## src/rtl/fp_adder_seq_pkg.sv

```systemverilog
// fp_adder_seq_pkg: shared floating-point field geometry, FSM state codes and operand classifier.
// Rev 1.0
`default_nettype none
package fp_adder_seq_pkg;

  localparam logic [2:0] S_IDLE  = 3'd0;
  localparam logic [2:0] S_ALIGN = 3'd1;
  localparam logic [2:0] S_ADD   = 3'd2;
  localparam logic [2:0] S_NORM  = 3'd3;
  localparam logic [2:0] S_ROUND = 3'd4;

  typedef struct packed {
    logic nan;
    logic inf;
    logic zero;
  } fp_class_t;

  function automatic int exp_msb(input int p);
    return p - 2;
  endfunction

  function automatic int man_msb(input int p);
    return (p == 64) ? 51 : 22;
  endfunction

  // Subnormals classify as zero: the datapath never produces or consumes them.
  function automatic fp_class_t classify(input logic [63:0] x, input int p);
    fp_class_t c;
    logic      exp_ones;
    logic      exp_zero;
    logic      frac_zero;
    if (p == 64) begin
      exp_ones  = &x[62:52];
      exp_zero  = ~|x[62:52];
      frac_zero = ~|x[51:0];
    end else begin
      exp_ones  = &x[30:23];
      exp_zero  = ~|x[30:23];
      frac_zero = ~|x[22:0];
    end
    c.nan  = exp_ones & ~frac_zero;
    c.inf  = exp_ones & frac_zero;
    c.zero = exp_zero;
    return c;
  endfunction

endpackage
`default_nettype wire

```

## src/rtl/fp_adder_seq_if.sv

```systemverilog
// fp_adder_seq_if: Load/Op/A/B request and Result/Valid completion bundle of the adder.
// Rev 1.0
`default_nettype none
interface fp_adder_seq_if #(
  parameter int PRECISION = 32
);
  logic                 Enable;
  logic                 Load;
  logic                 Op;
  logic [PRECISION-1:0] A;
  logic [PRECISION-1:0] B;
  logic [PRECISION-1:0] Result;
  logic                 Valid;

  modport master (output Enable, Load, Op, A, B, input Result, Valid);
  modport slave  (input Enable, Load, Op, A, B, output Result, Valid);
endinterface
`default_nettype wire

```

## src/rtl/fp_adder_seq_lzc.sv

```systemverilog
// fp_lzc: combinational leading-zero count; an all-zero input returns W.
// Rev 1.0
`default_nettype none
module fp_lzc #(
  parameter int W  = 27,
  parameter int CW = $clog2(W + 1)
) (
  input  logic [W-1:0]  in_i,
  output logic [CW-1:0] cnt_o
);

  always_comb begin
    cnt_o = CW'(W);
    for (int i = 0; i < W; i++) begin
      if (in_i[i]) cnt_o = CW'(W - 1 - i);
    end
  end

endmodule
`default_nettype wire

```

## src/rtl/fp_adder_seq.sv

```systemverilog
// fp_adder_seq: multi-cycle IEEE-754 add/subtract (ALIGN, ADD, NORM, ROUND), RNE, subnormals flushed.
// Rev 1.0
`default_nettype none
module fp_adder_seq
  import fp_adder_seq_pkg::*;
#(
  parameter int PRECISION = 32
) (
  input  logic          clk_i,
  input  logic          rst_i,
  fp_adder_seq_if.slave bus
);

  localparam int EW  = exp_msb(PRECISION) - man_msb(PRECISION);
  localparam int FW  = man_msb(PRECISION) + 1;
  localparam int MW  = FW + 3;
  localparam int SW  = MW + 1;
  localparam int CW  = SW + 1;
  localparam int XW  = EW + 2;
  localparam int LZW = $clog2(SW + 1);

  localparam logic [PRECISION-1:0] C_NAN      = {1'b0, {(PRECISION-1){1'b1}}};
  localparam logic [EW-1:0]        C_MAX_SH   = EW'(MW - 1);
  localparam logic [XW-1:0]        C_EXP_ONES = XW'((1 << EW) - 1);

  logic [2:0]           state_q, state_d;
  logic [PRECISION-1:0] opa_q, opa_d, opb_q, opb_d;
  logic [PRECISION-1:0] result_q, result_d;
  logic                 valid_q, valid_d;
  logic                 sign_q, sign_d, sub_q, sub_d;
  logic                 stk_q, stk_d, zero_q, zero_d;
  logic [XW-1:0]        exp_q, exp_d;
  logic [MW-1:0]        xm_q, xm_d, ym_q, ym_d;
  logic [CW-1:0]        sum_q, sum_d;
  logic [SW-1:0]        nrm_q, nrm_d;

  fp_class_t            w_ca, w_cb;
  logic                 w_a_ge, w_spec, w_stk;
  logic [PRECISION-1:0] w_spec_res, w_x;
  logic [PRECISION-2:0] w_y;
  logic [EW-1:0]        w_diff;
  logic [MW-1:0]        w_ym_full, w_ym_sh;
  logic [LZW-1:0]       w_lzc;
  logic                 w_up;
  logic [FW+1:0]        w_mant;
  logic [XW-1:0]        w_exp_r;
  logic [FW-1:0]        w_frac_r;
  logic [PRECISION-1:0] w_packed;

  // ---------------- ALIGN: classify, order by magnitude, shift smaller operand
  assign w_ca      = classify(64'(opa_q), PRECISION);
  assign w_cb      = classify(64'(opb_q), PRECISION);
  assign w_a_ge    = opa_q[PRECISION-2:0] >= opb_q[PRECISION-2:0];
  assign w_x       = w_a_ge ? opa_q : opb_q;
  assign w_y       = w_a_ge ? opb_q[PRECISION-2:0] : opa_q[PRECISION-2:0];
  assign w_diff    = w_x[PRECISION-2:FW] - w_y[PRECISION-2:FW];
  assign w_ym_full = {1'b1, w_y[FW-1:0], 2'b00};

  always_comb begin
    if (w_diff > C_MAX_SH) begin
      w_ym_sh = '0;
      w_stk   = 1'b1;
    end else begin
      w_ym_sh = w_ym_full >> w_diff;
      w_stk   = |(w_ym_full & ~({MW{1'b1}} << w_diff));
    end
  end

  always_comb begin
    w_spec     = 1'b1;
    w_spec_res = '0;
    if (w_ca.nan || w_cb.nan || (w_ca.inf && w_cb.inf && (opa_q[PRECISION-1] != opb_q[PRECISION-1])))
      w_spec_res = C_NAN;
    else if (w_ca.inf)
      w_spec_res = opa_q;
    else if (w_cb.inf)
      w_spec_res = opb_q;
    else if (w_ca.zero && w_cb.zero)
      w_spec_res = {opa_q[PRECISION-1] & opb_q[PRECISION-1], {(PRECISION-1){1'b0}}};
    else if (w_ca.zero)
      w_spec_res = opb_q;
    else if (w_cb.zero)
      w_spec_res = opa_q;
    else
      w_spec = 1'b0;
  end

  // ---------------- NORM: leading-zero count of the carry-free sum
  fp_lzc #(.W(SW), .CW(LZW)) u_lzc (
    .in_i  (sum_q[SW-1:0]),
    .cnt_o (w_lzc)
  );

  // ---------------- ROUND: RNE on guard / round / sticky, then range check
  assign w_up     = nrm_q[2] & (nrm_q[1] | nrm_q[0] | nrm_q[3]);
  assign w_mant   = {1'b0, nrm_q[SW-1:3]} + {{(FW+1){1'b0}}, w_up};
  assign w_exp_r  = exp_q + {{(XW-1){1'b0}}, w_mant[FW+1]};
  // On mantissa overflow the low bits are already zero and the hidden bit clears.
  assign w_frac_r = w_mant[FW-1:0] & {FW{w_mant[FW]}};

  always_comb begin
    if (zero_q)
      w_packed = '0;
    else if (w_exp_r[XW-1] || (w_exp_r == '0))
      w_packed = {sign_q, {(PRECISION-1){1'b0}}};
    else if (w_exp_r >= C_EXP_ONES)
      w_packed = {sign_q, {EW{1'b1}}, {FW{1'b0}}};
    else
      w_packed = {sign_q, w_exp_r[EW-1:0], w_frac_r};
  end

  // ---------------- next-state
  always_comb begin
    state_d  = state_q;
    opa_d    = opa_q;
    opb_d    = opb_q;
    result_d = result_q;
    valid_d  = 1'b0;
    sign_d   = sign_q;
    sub_d    = sub_q;
    stk_d    = stk_q;
    zero_d   = zero_q;
    exp_d    = exp_q;
    xm_d     = xm_q;
    ym_d     = ym_q;
    sum_d    = sum_q;
    nrm_d    = nrm_q;
    if (bus.Load) begin
      opa_d   = bus.A;
      opb_d   = {bus.B[PRECISION-1] ^ bus.Op, bus.B[PRECISION-2:0]};
      state_d = S_ALIGN;
    end else begin
      case (state_q)
        S_IDLE: state_d = S_IDLE;
        S_ALIGN: begin
          if (w_spec) begin
            result_d = w_spec_res;
            valid_d  = 1'b1;
            state_d  = S_IDLE;
          end else begin
            sign_d  = w_x[PRECISION-1];
            sub_d   = opa_q[PRECISION-1] ^ opb_q[PRECISION-1];
            exp_d   = XW'(w_x[PRECISION-2:FW]);
            xm_d    = {1'b1, w_x[FW-1:0], 2'b00};
            ym_d    = w_ym_sh;
            stk_d   = w_stk;
            state_d = S_ADD;
          end
        end
        S_ADD: begin
          // Sticky rides as the subtrahend/addend LSB so RNE stays exact after subtraction.
          sum_d   = sub_q ? ({1'b0, xm_q, 1'b0} - {1'b0, ym_q, stk_q})
                          : ({1'b0, xm_q, 1'b0} + {1'b0, ym_q, stk_q});
          state_d = S_NORM;
        end
        S_NORM: begin
          zero_d = (sum_q == '0);
          if (sum_q[CW-1]) begin
            nrm_d = {sum_q[CW-1:2], sum_q[1] | sum_q[0]};
            exp_d = exp_q + XW'(1);
          end else begin
            nrm_d = sum_q[SW-1:0] << w_lzc;
            exp_d = exp_q - XW'(w_lzc);
          end
          state_d = S_ROUND;
        end
        S_ROUND: begin
          result_d = w_packed;
          valid_d  = 1'b1;
          state_d  = S_IDLE;
        end
        default: state_d = S_IDLE;
      endcase
    end
  end

  always_ff @(posedge clk_i) begin
    if (rst_i) begin
      state_q  <= S_IDLE;
      opa_q    <= '0;
      opb_q    <= '0;
      result_q <= '0;
      valid_q  <= 1'b0;
      sign_q   <= 1'b0;
      sub_q    <= 1'b0;
      stk_q    <= 1'b0;
      zero_q   <= 1'b0;
      exp_q    <= '0;
      xm_q     <= '0;
      ym_q     <= '0;
      sum_q    <= '0;
      nrm_q    <= '0;
    end else if (bus.Enable) begin
      state_q  <= state_d;
      opa_q    <= opa_d;
      opb_q    <= opb_d;
      result_q <= result_d;
      valid_q  <= valid_d;
      sign_q   <= sign_d;
      sub_q    <= sub_d;
      stk_q    <= stk_d;
      zero_q   <= zero_d;
      exp_q    <= exp_d;
      xm_q     <= xm_d;
      ym_q     <= ym_d;
      sum_q    <= sum_d;
      nrm_q    <= nrm_d;
    end
  end

  assign bus.Result = result_q;
  assign bus.Valid  = valid_q;

endmodule
`default_nettype wire
```

## src/flat_wrapper.sv

```systemverilog
// flat-port wrapper written by rule: the top's interface ports become plain ports
module fp_adder_seq_flat import fp_adder_seq_pkg::*;
#(
  parameter int PRECISION = 32
)
  (clk_i, rst_i, bus_Enable, bus_Load, bus_Op, bus_A, bus_B, bus_Result, bus_Valid);
  fp_adder_seq_if #(.PRECISION(PRECISION)) bus_i ();
  input  logic clk_i;
  input  logic rst_i;
  input wire logic [$bits(bus_i.Enable)-1:0] bus_Enable;
  input wire logic [$bits(bus_i.Load)-1:0] bus_Load;
  input wire logic [$bits(bus_i.Op)-1:0] bus_Op;
  input wire logic [$bits(bus_i.A)-1:0] bus_A;
  input wire logic [$bits(bus_i.B)-1:0] bus_B;
  output wire logic [$bits(bus_i.Result)-1:0] bus_Result;
  output wire logic [$bits(bus_i.Valid)-1:0] bus_Valid;
  assign bus_i.Enable = bus_Enable;
  assign bus_i.Load = bus_Load;
  assign bus_i.Op = bus_Op;
  assign bus_i.A = bus_A;
  assign bus_i.B = bus_B;
  assign bus_Result = bus_i.Result;
  assign bus_Valid = bus_i.Valid;
  fp_adder_seq #(.PRECISION(PRECISION)) u_core (.clk_i(clk_i), .rst_i(rst_i), .bus(bus_i));
endmodule
```

## config.mk

```make
export PLATFORM = sky130hd
export DESIGN_NAME = fp_adder_seq_flat
export DESIGN_NICKNAME = d
export VERILOG_FILES = /design/src/rtl/fp_adder_seq_pkg.sv /design/src/rtl/fp_adder_seq_if.sv /design/src/rtl/fp_adder_seq_lzc.sv /design/src/rtl/fp_adder_seq.sv /design/src/flat_wrapper.sv
export SDC_FILE = /design/constraint.sdc
export NUM_CORES = 1
export LEC_CHECK = 0
export CAP_MARGIN = 30
export CELL_PAD_IN_SITES_DETAIL_PLACEMENT = 0
export CELL_PAD_IN_SITES_GLOBAL_PLACEMENT = 2
export CORE_MARGIN = 2
export CORE_UTILIZATION = 36
export CTS_BUF_LIST = sky130_fd_sc_hd__clkbuf_16
export CTS_CLUSTER_SIZE = 28
export DETAILED_ROUTE_END_ITERATION = 12
export GPL_ROUTABILITY_DRIVEN = 1
export MAX_ROUTING_LAYER = met4
export PLACE_DENSITY_LB_ADDON = 0.3
export SLEW_MARGIN = 20
export SYNTH_ARGS = -nofsm -noshare
export SYNTH_HDL_FRONTEND = slang
export SYNTH_SLANG_ARGS = --single-unit
```

## constraint.sdc

```tcl
create_clock -name clk_i -period 5.5 [get_ports clk_i]
set_input_delay 1.1 -clock clk_i [delete_from_list [all_inputs] [get_ports clk_i]]
set_output_delay 1.1 -clock clk_i [all_outputs]
set_load 0.01 [all_outputs]
```

==> metrics.txt <==
detailed placer's ending HPWL 53740 um; number of max-cap violations 0; largest fanout on the critical path 11; post-cts resize count 0; power density relative to cell area 245.9 nW/um2; global router's overall resource usage 28.59%; clock-pin slew on the worst setup and hold paths 0.06 ns; number of warnings reported in the yosys synthesis log 0; starting density of the core 36.22%; Layout Nets 2527; pin count of the biggest net entering global routing 83; startpoint of the most critical register-to-register path u_core.opb_q[9]; Cell Rows 80; fraction of the mapped netlist area in compound gates 25.56%; main combinational cell family by area after synthesis compound AO/OA/AOI/OAI gates; Worst EP arrival 5.61 ns; global-route wire length before repair 106400 um; DR WL/cell 23.50 um; Period Utilization, post-route 92.84%; via count normalized by instance count 5.847; synthesized net count 2471; post-route ant nets 0; Final GP Congestion 0.9829; FF/Latch Area 4384 um2; fraction of layout cells with a size suffix above 1 8.190%; setup ws final 0.3938 ns; total negative setup slack 0 ns; LEAKAGE 0.007516 uW; DRC violation count after routing 0; portion of the post-synthesis area used by sequential elements 25.52%; critical path capture point type flop; total count of hold-check failures in the final report 0; I/O pin count 102; maximum single-stage delay on the critical path 0.66 ns; placeable core area 47450 um2; area share of fa/ha/maj cells after synthesis 7.223%; Area after DPL 19100 um2; number of buffers created by CTS 29; Worst Clk Skew 0.02043 ns; average cell area after synthesis 7.458 um2; clock tree sinks 219; final-report max-slew violation count 0; path type of the worst setup path flop to flop; Area Growth Syn to Fin 16.47%; core occupancy in the finished layout 42.18%; die outline height 222.5 um; buffers added on ports 101; Crit-path slowest cell nor4b_2; placed instance count 2942; post-synthesis cell type count 80; required time reported for the critical path endpoint 6.00 ns; cell family with most CP delay simple AND/OR/NAND/NOR gates; hold-fix buffers at CTS 0; Post-Place Setup Slack 0.3300 ns; Final Cell Area 20010 um2; worst slew margin relative to its limit 14.98%; HP Start u_core.ym_q[17]; post-layout instance count excluding filler cells 2997; x dimension of the die 222.5 um; number of synthesized flops with an enable pin 0; top achievable clock speed 0.1958 GHz; final critical-path required period 5.106 ns; Slew @ Worst Pin 1.275 ns; status complete, no violations; number of buffers and inverters on the critical path 3; root buffer cell clkbuf_16; Iteration-0 DRC Markers 1525; FFs w/ async S/R, synth 0%; number of vias in the routed layout 17520; footprint of the multi-input gates 11800 um2; number of H-tree branching levels 1; clock tree from TritonCTS built; number of buffers inserted to repair setup after CTS 0; parity-gate share of the synthesized area counting xor and xnor cells 3.466%; worst hold-check path type flop to flop; ordered list of cells on the worst path inv_1 -> ha_1 -> nand2_1 -> o21ai_0 -> a221oi_1 -> o211ai_1 -> o21ai_1 -> buf_4 -> and4_1 -> nor2_1 -> ha_1 -> nor4_4 -> nor2_1 -> o21ai_0 -> a22oi_1 -> buf_4 -> nor2_2 -> nor4b_2 -> a22o_1; Syn Std Cell Area 17180 um2; peak supply drop 0.1875 mV; RSZ-0062 raised after global routing no; simple-gate portion of the synthesized area 21.19%; total wire length after detailed routing 70440 um; first-pass iteration count of the detailed router 5; antenna violations before repair 1; Primary FF master, synth dfxtp_1; type of element launching the critical path flop; clock insertion delay at the later pin of the skew report 0.57 ns; number of fill cells in the layout 4979; Post-Syn Instances 2304; total of flip-flops plus latches after synthesis 219; CTS Buffer Depth 3; total global routing overflow 0; multiplexer share of the synthesized area 10.69%; number of setup violations in the final report 0; Die Outline Area 49490 um2; Critical path origin u_core.opb_q[9]; number of global-route vias before repair 16810
==> power by group <==
group / internal [uW] / switching (uW)
combinational: 522 / 912
sequential: 1620 / 44.2
clock: 1050 / 773
==> tightest hold or removal path, cell delays in order, from the launching register on <==
cell and delay (ns):
dfxtp_1 0.32, nand2_1 0.06, a21oi_1 0.05
==> state kept, by name (all words and copies together), names as in the netlist <==
register	count
u_core.sub_q	1
u_core.exp_q	10
u_core.bus.Valid	1
u_core.zero_q	1
u_core.sign_q	1
u_core.ym_q	26
u_core.nrm_q	27
u_core.xm_q	24
u_core.state_q	3
u_core.opb_q	32
u_core.bus.Result	32
u_core.sum_q	28
u_core.opa_q	32
u_core.stk_q	1
==> synthesized netlist by cell type, drive strengths merged (9+ instances only) <==
library cell,instances,area share [%]
o211ai,39,1.7
o21a,9,0.39
clkbuf,137,3.0
nand3,51,1.5
o21bai,13,0.57
a211oi,38,1.7
xnor2,41,2.1
a22oi,16,0.70
buf,35,0.92
a31oi,13,0.47
dfxtp,219,26
o21ai,114,3.3
mux4,14,1.8
nand4,16,0.58
and2,19,0.69
o31ai,17,0.74
nand2b,15,0.55
or3,11,0.40
nor2,225,4.9
mux2i,143,8.3
nor2b,10,0.36
o221ai,31,1.6
a21oi,205,6.0
and3,24,0.90
nor3,48,1.4
nand2,326,7.1
a311oi,28,1.4
a22o,13,0.66
ha,96,7.0
nor4,36,1.5
inv,112,2.4
a21o,16,0.70
xor2,27,1.4
a221oi,43,2.2
o22ai,11,0.40
==> through the flow <==
| step | power, uW | hold WS (ns) |
|---|---|---|
| 2_1_floorplan | 2585 | 0.4491 |
| 3_3_place_gp | 3118 | 0.4649 |
| 3_5_place_dp | 3105 | 0.4714 |
| 4_1_cts | 4944 | 0.4805 |
| 5_1_grt | 5130 | 0.5157 |
| 6_report | 4921 | 0.4758 |
==> routing by layer <==
metal / GRT usage [%] / part of all wire (%) / up-vias
met3: 4.047 / 5.2 / 121
met5: - / 0 / -
met1: 38.47 / 47 / 8343
met4: 10.09 / 3.9 / 0
met2: 43.79 / 44 / 566
li1: - / - / 8492
==> cell usage in the layout (no fill, tap or decap), types with 13 or more instances in the layout <==
master	Yosys	layout
o221ai_1	31	31
a21o_1	16	16
clkbuf_16	0	29
and3_1	23	23
nand3_1	51	51
nand2b_1	15	15
and2_1	17	15
nand2_1	326	324
xnor2_1	41	39
inv_1	111	116
nor2_1	224	222
a22oi_1	16	15
o21bai_1	13	13
xor2_1	27	26
dfxtp_1	219	219
a31oi_1	13	13
clkdlybuf4s50_1	0	100
nand4_1	16	16
o31ai_1	17	16
mux4_2	14	14
o211ai_1	38	38
ha_1	96	96
a211oi_1	37	37
buf_4	3	94
a21oi_1	205	204
nor3_1	48	48
nor4_1	34	33
mux2i_1	143	143
a22o_1	13	13
a311oi_1	28	28
a221oi_1	43	43
o21ai_0	111	110
==> path summary, 6_finish.rpt <==
path / slack, ns / cells after the start / endpoint
setup / recovery: 0.39 / 19 / u_core.ym_q[4]
setup reg to reg: 0.39 / 19 / u_core.ym_q[4]
hold / removal: 0.48 / 2 / u_core.ym_q[17]
hold reg to reg: 0.48 / 2 / u_core.ym_q[17]
==> cells by family after synthesis <==
family | Yosys count
and+or+nand+nor | 809
AOI/OAI and AO/OA | 661
buffers and inverters | 284
DFF | 219
muxes | 165
adders and majority gates | 98
xor gates and xnor gates | 68
==> cell type report <==
class | count | area share [%]
antenna | 1 | 0.01250
clock buffer | 29 | 3.626
clock inverter | 23 | 0.8190
inverter | 112 | 2.101
multi-input combinational | 1801 | 58.95
sequential | 219 | 21.91
tap | 615 | 3.845
timing repair buffer | 197 | 8.740
(Power assumes the default switching activity.)
